`config.mk`:
```
export PLATFORM = sky130hd
export DESIGN_NAME = lpm_seq_accumulator
export DESIGN_NICKNAME = d
export VERILOG_FILES = /design/src/rtl/lpm_seq_accumulator.sv
export SDC_FILE = /design/constraint.sdc
export NUM_CORES = 1
export LEC_CHECK = 0
export ABC_AREA = 0
export CAP_MARGIN = 20
export CORE_MARGIN = 1
export CORE_UTILIZATION = 50
export CTS_CLUSTER_SIZE = 30
export DETAILED_ROUTE_END_ITERATION = 8
export GPL_TIMING_DRIVEN = 0
export HOLD_SLACK_MARGIN = 0.15
export PLACE_DENSITY_LB_ADDON = 0.25
export SLEW_MARGIN = 20
export SYNTH_ARGS = -nofsm -noshare
export SYNTH_HDL_FRONTEND = slang
export SYNTH_SLANG_ARGS = --single-unit
```
`constraint.sdc`:
```
create_clock -name clk -period 3.7 [get_ports clk]
set_input_delay 0.74 -clock clk [delete_from_list [all_inputs] [get_ports clk]]
set_output_delay 0.74 -clock clk [all_outputs]
set_load 0.03 [all_outputs]
```
`src/rtl/lpm_seq_accumulator.sv`:
```
// Sequential radix-4 digit feeder and shifted accumulator for the LPM.
// Optional early termination on zero digits: define LPM_ZERO_SKIP_EN.
module lpm_seq_accumulator #(
   parameter int N = 8
) (
   input  logic           clk,
   input  logic           rst_n,
   input  logic           in_valid,
   output logic           in_ready,
   input  logic [N-1:0]   a_in,
   input  logic [N-1:0]   b_in,
   output logic [N-1:0]   pp_b,
   output logic           pp_a1,
   output logic           pp_a0,
   input  logic [N:0]     pp_so,
   output logic           out_valid,
   input  logic           out_ready,
   output logic [2*N-1:0] product,
   output logic           busy
);

   localparam int S  = N / 2;
   localparam int SW = (S > 1) ? $clog2(S) : 1;
   localparam int W  = 2 * N;

   typedef enum logic [1:0] {
      IDLE,
      RUN,
      DONE
   } state_e;

   state_e          state_q, state_d;
   logic [N-1:0]    a_q, a_d;
   logic [N-1:0]    b_q, b_d;
   logic [W-1:0]    acc_q, acc_d;
   logic [SW-1:0]   step_q, step_d;

   logic [N-1:0]    a_shift;
   logic [1:0]      digit;
   logic [W-1:0]    pp_ext;
   logic [W-1:0]    pp_sh;
   logic            last_step;
   logic            stop_run;

   // Current digit selection and weighted partial product.
   always_comb begin
      a_shift   = a_q >> {step_q, 1'b0};
      digit     = a_shift[1:0];
      pp_ext    = {{(W-N-1){1'b0}}, pp_so};
      pp_sh     = pp_ext << {step_q, 1'b0};
      last_step = (step_q == SW'(S - 1));
`ifdef LPM_ZERO_SKIP_EN
      stop_run  = last_step || ((a_shift >> 2) == '0);
`else
      stop_run  = last_step;
`endif
   end

   // Next-state logic for the control FSM and datapath registers.
   always_comb begin
      state_d = state_q;
      a_d     = a_q;
      b_d     = b_q;
      acc_d   = acc_q;
      step_d  = step_q;
      unique case (state_q)
         IDLE: begin
            if (in_valid) begin
               a_d    = a_in;
               b_d    = b_in;
               acc_d  = '0;
               step_d = '0;
`ifdef LPM_ZERO_SKIP_EN
               state_d = (a_in == '0) ? DONE : RUN;
`else
               state_d = RUN;
`endif
            end
         end
         RUN: begin
            acc_d  = acc_q + pp_sh;
            step_d = step_q + SW'(1);
            if (stop_run) begin
               state_d = DONE;
            end
         end
         DONE: begin
            if (out_ready) begin
               state_d = IDLE;
            end
         end
         default: begin
            state_d = IDLE;
         end
      endcase
   end

   // State and datapath registers.
   always_ff @(posedge clk or negedge rst_n) begin
      if (!rst_n) begin
         state_q <= IDLE;
         a_q     <= '0;
         b_q     <= '0;
         acc_q   <= '0;
         step_q  <= '0;
      end else begin
         state_q <= state_d;
         a_q     <= a_d;
         b_q     <= b_d;
         acc_q   <= acc_d;
         step_q  <= step_d;
      end
   end

   // Handshake and generator outputs; generator inputs parked at zero
   // outside RUN so it does not toggle.
   always_comb begin
      in_ready  = 1'b0;
      out_valid = 1'b0;
      busy      = 1'b0;
      product   = '0;
      pp_b      = '0;
      pp_a1     = 1'b0;
      pp_a0     = 1'b0;
      unique case (state_q)
         IDLE: begin
            in_ready = 1'b1;
         end
         RUN: begin
            busy  = 1'b1;
            pp_b  = b_q;
            pp_a1 = digit[1];
            pp_a0 = digit[0];
         end
         DONE: begin
            busy      = 1'b1;
            out_valid = 1'b1;
            product   = acc_q;
         end
         default: begin
            in_ready = 1'b0;
         end
      endcase
   end

endmodule
```
==> summary.md, run 1 <==
| Metric | Value |
|---|---|
| Post-Synthesis Mean Instance Area | 9.586 um^2 |
| DR vias | 2,132 |
| First-pass DRT Iterations | 4 |
| Hold/Removal Path Class | in2async |
| Flop pwr share | 0.243 |
| GRT Util Overall | 0.2442 |
| Synth cell types | around 50 |
| Cell count after placement | just under 400 |
| DPL Wire Length | 4614 um |
| Pwr/cell area | between 800 and 900 nW/um^2 |
| Largest net degree at the start of global routing | 27 |
| Comb pwr share | 0.650 |
| FP Rows | 25 |
| Synth top area cells | dfrtp_1 35%, ha_1 9.3%, mux2_2 8.4%, and2_1 6.6%, nand2_1 4.4% |
| Share of layout cells above drive strength 1 | 0.1325 |
| CTS tree | yes |
| Core area | ~4800 um^2 |
| Synth warn | 0 |
| # nets final | 380 |
| First-pass GRT wire length | 9991 um |
| Met3 GRT Util | 0.05075 |
| Worst-path maximum fanout | 10 |
| Port Buffers | 57 |
| Cell taking the most area after synthesis | dfrtp_1 |
| Status | completed |
| Starting density of the core | 0.5294 |
| Critical Path RT | ~3.9 ns |
| Internal power | 1.513 mW |
| Postcts setup bufs | 0 |
| #FFs+latches synth | 36 |
| H-tree Lvls | 2 |
| Clock transition at the registers of the reported paths | approximately 0.070 ns |
| Achievable Freq | 318.6 MHz |
| Crit path max-delay cell type | fa_1 |
| Highest cell delay on the worst timing path | about 0.39 ns |
| DP Area | roughly 3200 um^2 |
| GRT met1 Usage | 0.3139 |
| Final core occ | 0.6878 |
| Design Area, Final | between 3000 and 4000 um^2 |
| Area growth syn-to-layout | 29.93% |
| CP startpoint | step_q[0] |
| Most frequent cell after synthesis | dfrtp_1 |
| Initial DRC count | between 80 and 90 |
| Max-slew headroom | 0.6537 |
| DR vias/cell | 5.343 |
| Setup TNS | 0 ns |
| Commonest cells in the netlist | 36 x dfrtp_1, 30 x nand2_1, 27 x and2_1 |
| Drt drc | 0 |
| Gpl congestion | roughly 0.9 |
| Clock root cell | clkbuf_8 |
| Clock Skews | roughly 0.0068 ns |
| Clk buf depth | 2 |
| Critical path launch point type | flop |
| Worst-path cell chain | buf_2 -> clkbuf_1 -> nor2_1 -> and2_1 -> ha_1 -> inv_1 -> fa_1 -> and2b_1 -> o2111ai_4 -> a21boi_2 -> o211ai_2 -> a21o_1 -> a32o_1 |
| Skew-Pair Late Insertion Delay | 0.29 ns |
| Met2 Resource Use GR | 0.4095 |
| Async SR Flop Fraction | 1.000 |
| Max cap viols | 0 |
| Clk pwr share | 0.107 |
| Initial antenna violation count | 0 |
| Final period util | 0.8483 |
| Final Routed Wirelength | roughly 6000 um |
| Crit. End Element | flop |
| RSZ-0062 raised after global routing | false |
| Post-synthesis sequential area ratio | 0.3533 |
| Hold Fails Final Rpt | 0 |
| Antenna-violating nets left | 0 |
| Internal reg-to-reg setup slack | between 0.5 and 0.6 ns |
| Global route hottest layer | met2 |
| Top FF cell, synth | dfrtp_1 |
| Lkg Pwr | 1.460 nW |
| Post-CTS Hold Fix Bufs | 0 |
| N_diodes | 0 |
| Syn_nets | approximately 320 |
| Worst flop-to-flop path startpoint | step_q[0] |
| Fin crit period | roughly 3.1 ns |
| Vias in the first global route | 2,132 |
| Endpoints failing setup | 0 |
| Max Slew Vio Count | 0 |
| Synth Cell Area | 2550 um^2 |
| Sw Ratio | 0.4524 |
| Crit path DAT | 3.32 ns |
| I/O pin cnt | a little under 60 |
| Final Non-Filler Cells | roughly 400 |
| Die Area | roughly 5400 um^2 |
| Num CTS Buffers | 5 |
| Peak supply drop | 0.3847 mV |
| Worst-Margin Slew | between 0.5 and 0.6 ns |
| Syn Inst Count | ~270 |
| Synth top area share | 0.3533 |
| Remaining Overflow, GRT | 0 |
| Die Height | ~73 um |
| Clock Sinks | 36 |
| EDFF count, synth | 0 |
| Critical path class | reg2reg |
| Die width | 73.42 um |
| WL per Instance | between 15 and 20 um |
| CTS resizes | 0 |
| NetSw | between 1 and 1.5 mW |
## power by group through the flow
stage          clock network, mW  logic, mW  registers (mW)
4_1_cts                    0.302       1.79           0.670
6_report                   0.296       1.80           0.670
3_5_place_dp                   0       1.78           0.678
5_1_grt                    0.320       1.98           0.690
2_1_floorplan                  0       1.33           0.645
3_3_place_gp                   0       1.74           0.668
## cell usage in the layout (no fill, tap or decap), types with 8 or more instances in the layout
cell type | synthesis | final
a21oi_1 | 10 | 10
and2_1 | 27 | 27
clkdlybuf4s50_1 | 0 | 56
dfrtp_1 | 36 | 36
ha_1 | 19 | 19
inv_1 | 9 | 9
mux2_2 | 19 | 19
mux2i_1 | 8 | 8
nand2_1 | 30 | 30
nor2_1 | 15 | 15
o21ai_0 | 20 | 20
## final timing paths
check	end	cells after the start
max	acc_q[12]	13
min	a_q[4]	1
max reg2reg	acc_q[12]	13
min reg2reg	b_q[0]	1
max in group asynchronous	step_q[0]	2
min in group clk	b_q[0]	1
## layer usage
metal	part of all wire	vias to the layer above	wire, um
met5	0	-	0
met3	0.047	14	288
met4	0.025	0	150
li1	-	1063	-
met2	0.47	62	2827
met1	0.46	993	2803
## area by class of cell
| cell class | count | area [um^2] |
|---|---|---|
| Multi-Input combinational cell | 209 | 1555 |
| Sequential cell | 36 | 900.9 |
| Clock buffer | 7 | 86.33 |
| Inverter | 9 | 33.78 |
| Fill cell | 412 | 1504 |
| Tap cell | 67 | 83.83 |
| Clock inverter | 1 | 7.507 |
| Buffer | 12 | 60.06 |
| Timing Repair Buffer | 58 | 585.6 |
## worst max-delay path: cells and delay by family, from the launching register on
family	cells	cell delay (ns)
AOI/OAI and AO/OA	5	0.98
and+or+nand+nor	3	0.62
adders and majority gates	2	0.54
buffers and inverters	3	0.50
DFF	1	0.38
## cells by family (layout without fill, tap and decap cells)
kind of cell	after synthesis	after routing	synth area share
flip-flops	36	36	0.3533
XOR/XNOR	10	10	0.03435
multiplexers	29	29	0.1330
AND/OR/NAND/NOR	90	90	0.1752
adder cells (fa/ha/maj)	20	20	0.1011
buffers and inverters	21	87	0.03680
AO/OA/AOI/OAI	60	60	0.1664
## sequential cells by signal, indices dropped and copies added (netlist names)
register and cells:
state_q 2, step_q 2, b_q 8, acc_q 16, a_q 8
## stage by stage
step                power (mW)  setup WS [ns]  hold WS, ns
floorplan                1.971         0.9243       0.4444
global placement         2.412         0.3714       0.4800
detailed placement       2.460         0.3480       0.4879
CTS                      2.767         0.5631       0.3191
global route             2.992         0.3453       0.3213
finish                   2.763         0.5614       0.3175
(Power assumes the default switching activity.)
==> run 2, diff against run 1 <==
--- a/config.mk
+++ b/config.mk
@@ -8,7 +8,7 @@
 export ABC_AREA = 0
 export CAP_MARGIN = 20
 export CORE_MARGIN = 1
-export CORE_UTILIZATION = 50
+export CORE_UTILIZATION = 46
 export CTS_CLUSTER_SIZE = 30
 export DETAILED_ROUTE_END_ITERATION = 8
 export GPL_TIMING_DRIVEN = 0
==> constraint.sdc (replaced) <==
create_clock -name clk -period 2.65 [get_ports clk]
set_input_delay 0.53 -clock clk [delete_from_list [all_inputs] [get_ports clk]]
set_output_delay 0.53 -clock clk [all_outputs]
set_load 0.03 [all_outputs]
==> run 2 against run 1 <==
Against the previous run:
- the flow now finishes with violations (negative setup slack)
- setup slack lost 0.64 ns
- critical path depth fell by 1
- sequential cell count is the same
- first-iteration DRC count grew 44%
- sequential share of layout area fell by 3.0 points
- final cell count up 8.0%
- sequential power grew 43%
- via count up 9.3%
- core utilization is 2.3 points higher
- combinational power rose by 75%
- largest cell class unchanged
- highest routed layer unchanged
==> summary.md, run 2 (synthesized netlist as in run 1, its figures left out) <==
| Metric | Value |
|---|---|
| Endpoints failing setup | 2 |
| Violated checks | negative setup slack |
| DR vias/cell | 5.408 |
| Final Routed Wirelength | about 7100 um |
| Biggest register | acc_q |
| Setup TNS | -0.1582 ns |
| Most frequent cells in the layout | 35 x dfrtp_1, 29 x nand2_1, 29 x clkdlybuf4s50_1, 29 x buf_4, 25 x and2_1 |
| DR vias | roughly 2,300 |
| Pwr/cell area | about 1200 nW/um^2 |
| Critical path launch point type | flop |
| Max reg flops | 16 |
| Gpl congestion | between 0.8 and 0.9 |
| Antenna-violating nets left | 0 |
| H-tree Lvls | 2 |
| R2r endpoint | acc_q[12] |
| DP Area | between 3000 and 4000 um^2 |
| FP Rows | 26 |
| Starting density of the core | 0.4869 |
| Status | finished with violations |
| CTS tree | yes |
| Max-slew headroom | 0.6424 |
| Hold/Removal Path Class | in2async |
| Clock Skews | between 0.008 and 0.009 ns |
| Achievable Freq | 366.0 MHz |
| First-pass DRT Iterations | 4 |
| # nets final | 409 |
| Max cap viols | 0 |
| Worst-path maximum fanout | 6 |
| Critical path's top delay family | compound AO/OA/AOI/OAI gates |
| Most common cell after layout, fill and taps aside | dfrtp_1 |
| Critical Path RT | 2.84 ns |
| I/O pin cnt | 58 |
| RSZ-0062 raised after global routing | true |
| Crit. End Element | flop |
| Peak supply drop | ~0.59 mV |
| Die Area | about 6000 um^2 |
| Core area | around 5200 um^2 |
| Final period util | 1.031 |
| Worst r2r path cells | 12 |
| Clock Sinks | 36 |
| Lkg Pwr | approximately 1.9 nW |
| Worst-Margin Slew | between 0.5 and 0.6 ns |
| Share of layout cells above drive strength 1 | 0.2964 |
| Max Slew Vio Count | 0 |
| Largest registers | acc_q (16), a_q (8), b_q (8) |
| Crit path DAT | 2.92 ns |
| Skew-Pair Late Insertion Delay | roughly 0.30 ns |
| Die width | between 70 and 80 um |
| Port Buffers | 57 |
| CP Buf/Inv Count | 3 |
| Drt drc | 0 |
| Crit path max-delay cell type | ha_1 |
| Die Height | about 76 um |
| CP dominant cell by count | mux2i_1 |
| Remaining Overflow, GRT | 0 |
| First-pass GRT wire length | 11,320 um |
| Critical path class | reg2reg |
| Clock root cell | clkbuf_8 |
| Initial antenna violation count | 0 |
| DPL Wire Length | 4892 um |
| Internal reg-to-reg setup slack | -0.08 ns |
| Largest net degree at the start of global routing | 21 |
| WL per Instance | between 15 and 20 um |
| Design Area, Final | ~3700 um^2 |
| GRT Util Overall | 0.2473 |
| Highest cell delay on the worst timing path | about 0.38 ns |
| Num CTS Buffers | 5 |
| Clock transition at the registers of the reported paths | about 0.08 ns |
| Area growth syn-to-layout | 46.03% |
| Worst flop-to-flop path startpoint | step_q[0] |
| Final WS setup | -0.08218 ns |
| Fin crit period | approximately 2.7 ns |
| N_diodes | 0 |
| Vias in the first global route | between 2,000 and 2,500 |
| Worst-path cell chain | buf_6 -> clkbuf_16 -> mux2i_1 -> mux2i_1 -> ha_1 -> a21oi_2 -> nor2_1 -> a211o_1 -> o211ai_2 -> buf_4 -> nand3_1 -> a32o_1 |
| Clk buf depth | 2 |
| Hold Fails Final Rpt | 0 |
| Initial DRC count | ~130 |
| Post-CTS Hold Fix Bufs | 0 |
==> run 2: cell types whose count changed in the layout (fill, tap and decap cells not counted), moves of 5 or more <==
cell             change
buf_4               +29
clkbuf_1             -5
clkdlybuf4s50_1     -27
dlygate4sd2_1       +17
dlymetal6s2s_1      +10
o21ai_0              -6
o21ai_1              +5
==> run 2: layout make-up <==
class                   instances  area, um^2
multi-input cells             209        1697
fillers                       367        1514
flip-flops and latches         36       902.1
repair buffers                 88       825.8
plain buffers                  11       90.09
well taps                      70       87.58
clock buffers                   5       68.82
inverters                       9       33.78
clock inverters                 3       18.77
==> run 2: stage by stage <==
step | total power [mW] | cells | utilization | worst slack (ns) | hold slack, ns
final | 4.511 | 431 | 0.7109 | -0.08218 | 0.1700
after global placement | 3.407 | 393 | 0.6161 | -0.3948 | 0.4793
after detailed placement | 3.497 | 394 | 0.6204 | -0.3987 | 0.4857
after CTS | 4.266 | 422 | 0.6844 | 0.0009730 | 0.1835
after floorplan | 2.779 | 266 | - | 0.04545 | 0.2344
after global routing | 4.835 | 431 | 0.7109 | -0.1852 | 0.1982
==> run 2: worst max-delay path by stage <==
stage          slack, ns         to  cells past startpoint       from
6_report           -0.08  acc_q[12]                     12  step_q[0]
5_1_grt            -0.19  acc_q[12]                     12  step_q[0]
4_1_cts            0.001  acc_q[11]                     12   pp_so[4]
3_5_place_dp       -0.40  acc_q[12]                     11   pp_so[0]
3_3_place_gp       -0.39  acc_q[12]                     11   pp_so[0]
2_1_floorplan       0.05  acc_q[12]                     13  step_q[0]
==> run 2: routing by layer <==
metal  global-route usage  part of all wire  up-vias
met5                    0                 0        -
met4              0.08269             0.016        0
met3              0.03713             0.045       10
met2               0.4297              0.50       68
met1               0.3122              0.44     1125
li1                     -                 -     1128
==> run 2: power by group <==
group          switching [mW]  internal [mW]
logic                    1.63           1.51
clock network           0.224          0.184
registers               0.159          0.799
total                    2.02           2.50
==> run 2: timing repair <==
| item | in CTS | in global routing |
|---|---|---|
| buffers inserted | 21 | 9 |
| endpoints found under the setup margin | 29 | 17 |
| pin swaps | 15 | 17 |
| resized for setup | 46 | 27 |
==> run 3, diff against run 2 <==
--- a/config.mk
+++ b/config.mk
@@ -7,7 +7,7 @@
 export LEC_CHECK = 0
 export ABC_AREA = 0
 export CAP_MARGIN = 20
-export CORE_MARGIN = 1
+export CORE_MARGIN = 2
 export CORE_UTILIZATION = 46
 export CTS_CLUSTER_SIZE = 30
 export DETAILED_ROUTE_END_ITERATION = 8
==> run 3 against run 2 <==
Against the previous run:
- the flow still finishes with violations (negative setup slack)
- clock skew up 0.00072 ns
- design area down 1.4%
- wire length down 3.4%
- sequential power about the same
- clock-buffer cell count unchanged
- critical path type unchanged
- critical endpoint unchanged
- largest cell class unchanged
- largest power group unchanged
==> summary.md, run 3 (synthesized netlist as in run 1, its figures left out) <==
| Metric | Value |
|---|---|
| Lkg Pwr | 1.796 nW |
| Largest registers | acc_q (16), a_q (8), b_q (8) |
| Clock root cell | clkbuf_8 |
| Gpl congestion | 0.8920 |
| GRT Util Overall | 0.2200 |
| DR vias/cell | roughly 5.4 |
| Hold Fails Final Rpt | 0 |
| Critical path launch point type | flop |
| I/O pin cnt | 58 |
| Max Slew Vio Count | 0 |
| Worst-path maximum fanout | 7 |
| Core area | between 5000 and 6000 um^2 |
| Final period util | 1.032 |
| Peak supply drop | 0.6706 mV |
| Violated checks | negative setup slack |
| Initial antenna violation count | 0 |
| Most frequent cells in the layout | 35 x dfrtp_1, 34 x clkdlybuf4s50_1, 30 x nand2_1 |
| Drt drc | 0 |
| Clock transition at the registers of the reported paths | 0.08 ns |
| Crit. End Element | flop |
| Crit path DAT | slightly below 3 ns |
| Hold/Removal Path Class | reg2reg |
| Endpoints failing setup | 3 |
| Worst-Margin Slew | 0.5277 ns |
| First-pass DRT Iterations | 4 |
| Num CTS Buffers | 5 |
| Remaining Overflow, GRT | 0 |
| Largest net degree at the start of global routing | 28 |
| Die width | approximately 78 um |
| First-pass GRT wire length | 10,630 um |
| Cell count after placement | slightly below 400 |
| Fin crit period | 2.734 ns |
| Area growth syn-to-layout | 43.92% |
| Max reg flops | 16 |
| Share of layout cells above drive strength 1 | 0.2607 |
| Antenna-violating nets left | 0 |
| Critical path class | reg2reg |
| FILL cells | about 430 |
| Port Buffers | between 50 and 60 |
| Final Routed Wirelength | between 6000 and 7000 um |
| Biggest register | acc_q |
| FP Rows | 27 |
| Final Non-Filler Cells | approximately 420 |
| N_diodes | 0 |
| Clock Skews | 0.009597 ns |
| Max-slew headroom | 0.6482 |
| Die Height | slightly below 80 um |
| Max cap viols | 0 |
| Initial DRC count | between 100 and 150 |
| # nets final | roughly 400 |
| Clock Sinks | 36 |
| WL per Instance | 16.18 um |
| RSZ-0062 raised after global routing | true |
| DPL Wire Length | around 4600 um |
| CTS tree | yes |
| Final WS setup | -0.08431 ns |
| Skew-Pair Late Insertion Delay | about 0.30 ns |
| Starting density of the core | 0.4688 |
| Achievable Freq | 365.7 MHz |
| Critical Path RT | 2.83 ns |
| H-tree Lvls | 2 |
| Status | finished with violations |
| Die Area | ~6000 um^2 |
| Pwr/cell area | around 1200 nW/um^2 |
| DR vias | roughly 2,300 |
| Clk buf depth | 2 |
| Setup TNS | -0.1257 ns |
| Vias in the first global route | between 2,000 and 2,500 |
| Most common cell after layout, fill and taps aside | dfrtp_1 |
==> run 3: final cells by class <==
cell class	count	area, um^2	share of cell area
multi-input cells	209	1703	0.4640
plain buffers	11	92.59	0.02523
clock inverters	3	42.54	0.01159
well taps	72	90.09	0.02455
inverters	9	33.78	0.009206
clock buffers	5	68.82	0.01875
flip-flops and latches	36	902.1	0.2458
repair buffers	76	737.0	0.2008
==> run 3: power by group <==
part | switching [mW] | internal, mW | total [mW] | leakage (nW)
clock network | 0.219 | 0.279 | 0.498 | 0.0541
registers | 0.159 | 0.798 | 0.957 | 0.446
logic | 1.59 | 1.39 | 2.98 | 1.30
==> run 3: worst max-delay path, cell delays in order (launching register included) <==
cell	delay, ns
dfrtp_1	0.40
buf_6	0.14
clkbuf_16	0.15
nor2_4	0.10
and2_4	0.15
ha_4	0.12
inv_2	0.04
fa_2	0.35
and2b_2	0.26
o2111ai_4	0.15
a21boi_4	0.23
o211ai_2	0.12
a21o_1	0.17
a32o_1	0.24
==> run 3: per-layer routing <==
layer	part of all wire	vias up	global-route usage	routed length, um
met5	0	-	0	0
met4	0.026	0	0.07719	180
met3	0.034	17	0.02644	231
met2	0.50	65	0.3897	3410
met1	0.44	1100	0.2762	2991
li1	-	1096	-	-
==> run 3: final timing paths <==
path	from	endpoint	slack (ns)	cells past startpoint
max	step_q[0]	acc_q[12]	-0.08	13
min	a_q[2]	a_q[2]	0.50	1
max reg2reg	step_q[0]	acc_q[12]	-0.08	13
min reg2reg	a_q[2]	a_q[2]	0.50	1
max in group asynchronous	rst_n	step_q[1]	1.56	3
min in group asynchronous	rst_n	acc_q[6]	0.64	2
==> run 3: stage by stage <==
step | util | worst slack, ns | hold slack [ns] | total power, mW | area [um^2]
2_1_floorplan | - | 0.04545 | 0.2344 | 2.779 | 2569
3_3_place_gp | 0.5937 | -0.4101 | 0.4794 | 3.403 | 3229
3_5_place_dp | 0.5965 | -0.4374 | 0.4211 | 3.456 | 3244
4_1_cts | 0.6322 | -0.1007 | 0.5065 | 4.074 | 3438
5_1_grt | 0.6747 | -0.1862 | 0.5144 | 4.757 | 3670
6_report | 0.6747 | -0.08431 | 0.5045 | 4.433 | 3670
==> run 3: what timing repair did <==
| item | CTS | global route |
|---|---|---|
| gates resized for setup | 29 | 39 |
| hold buffers | 1 | 0 |
| gates cloned | 0 | 1 |
| pin swaps | 3 | 12 |
| setup endpoints to repair | 29 | 17 |
| buffers inserted | 4 | 12 |
| hold endpoints to repair | 9 | 0 |
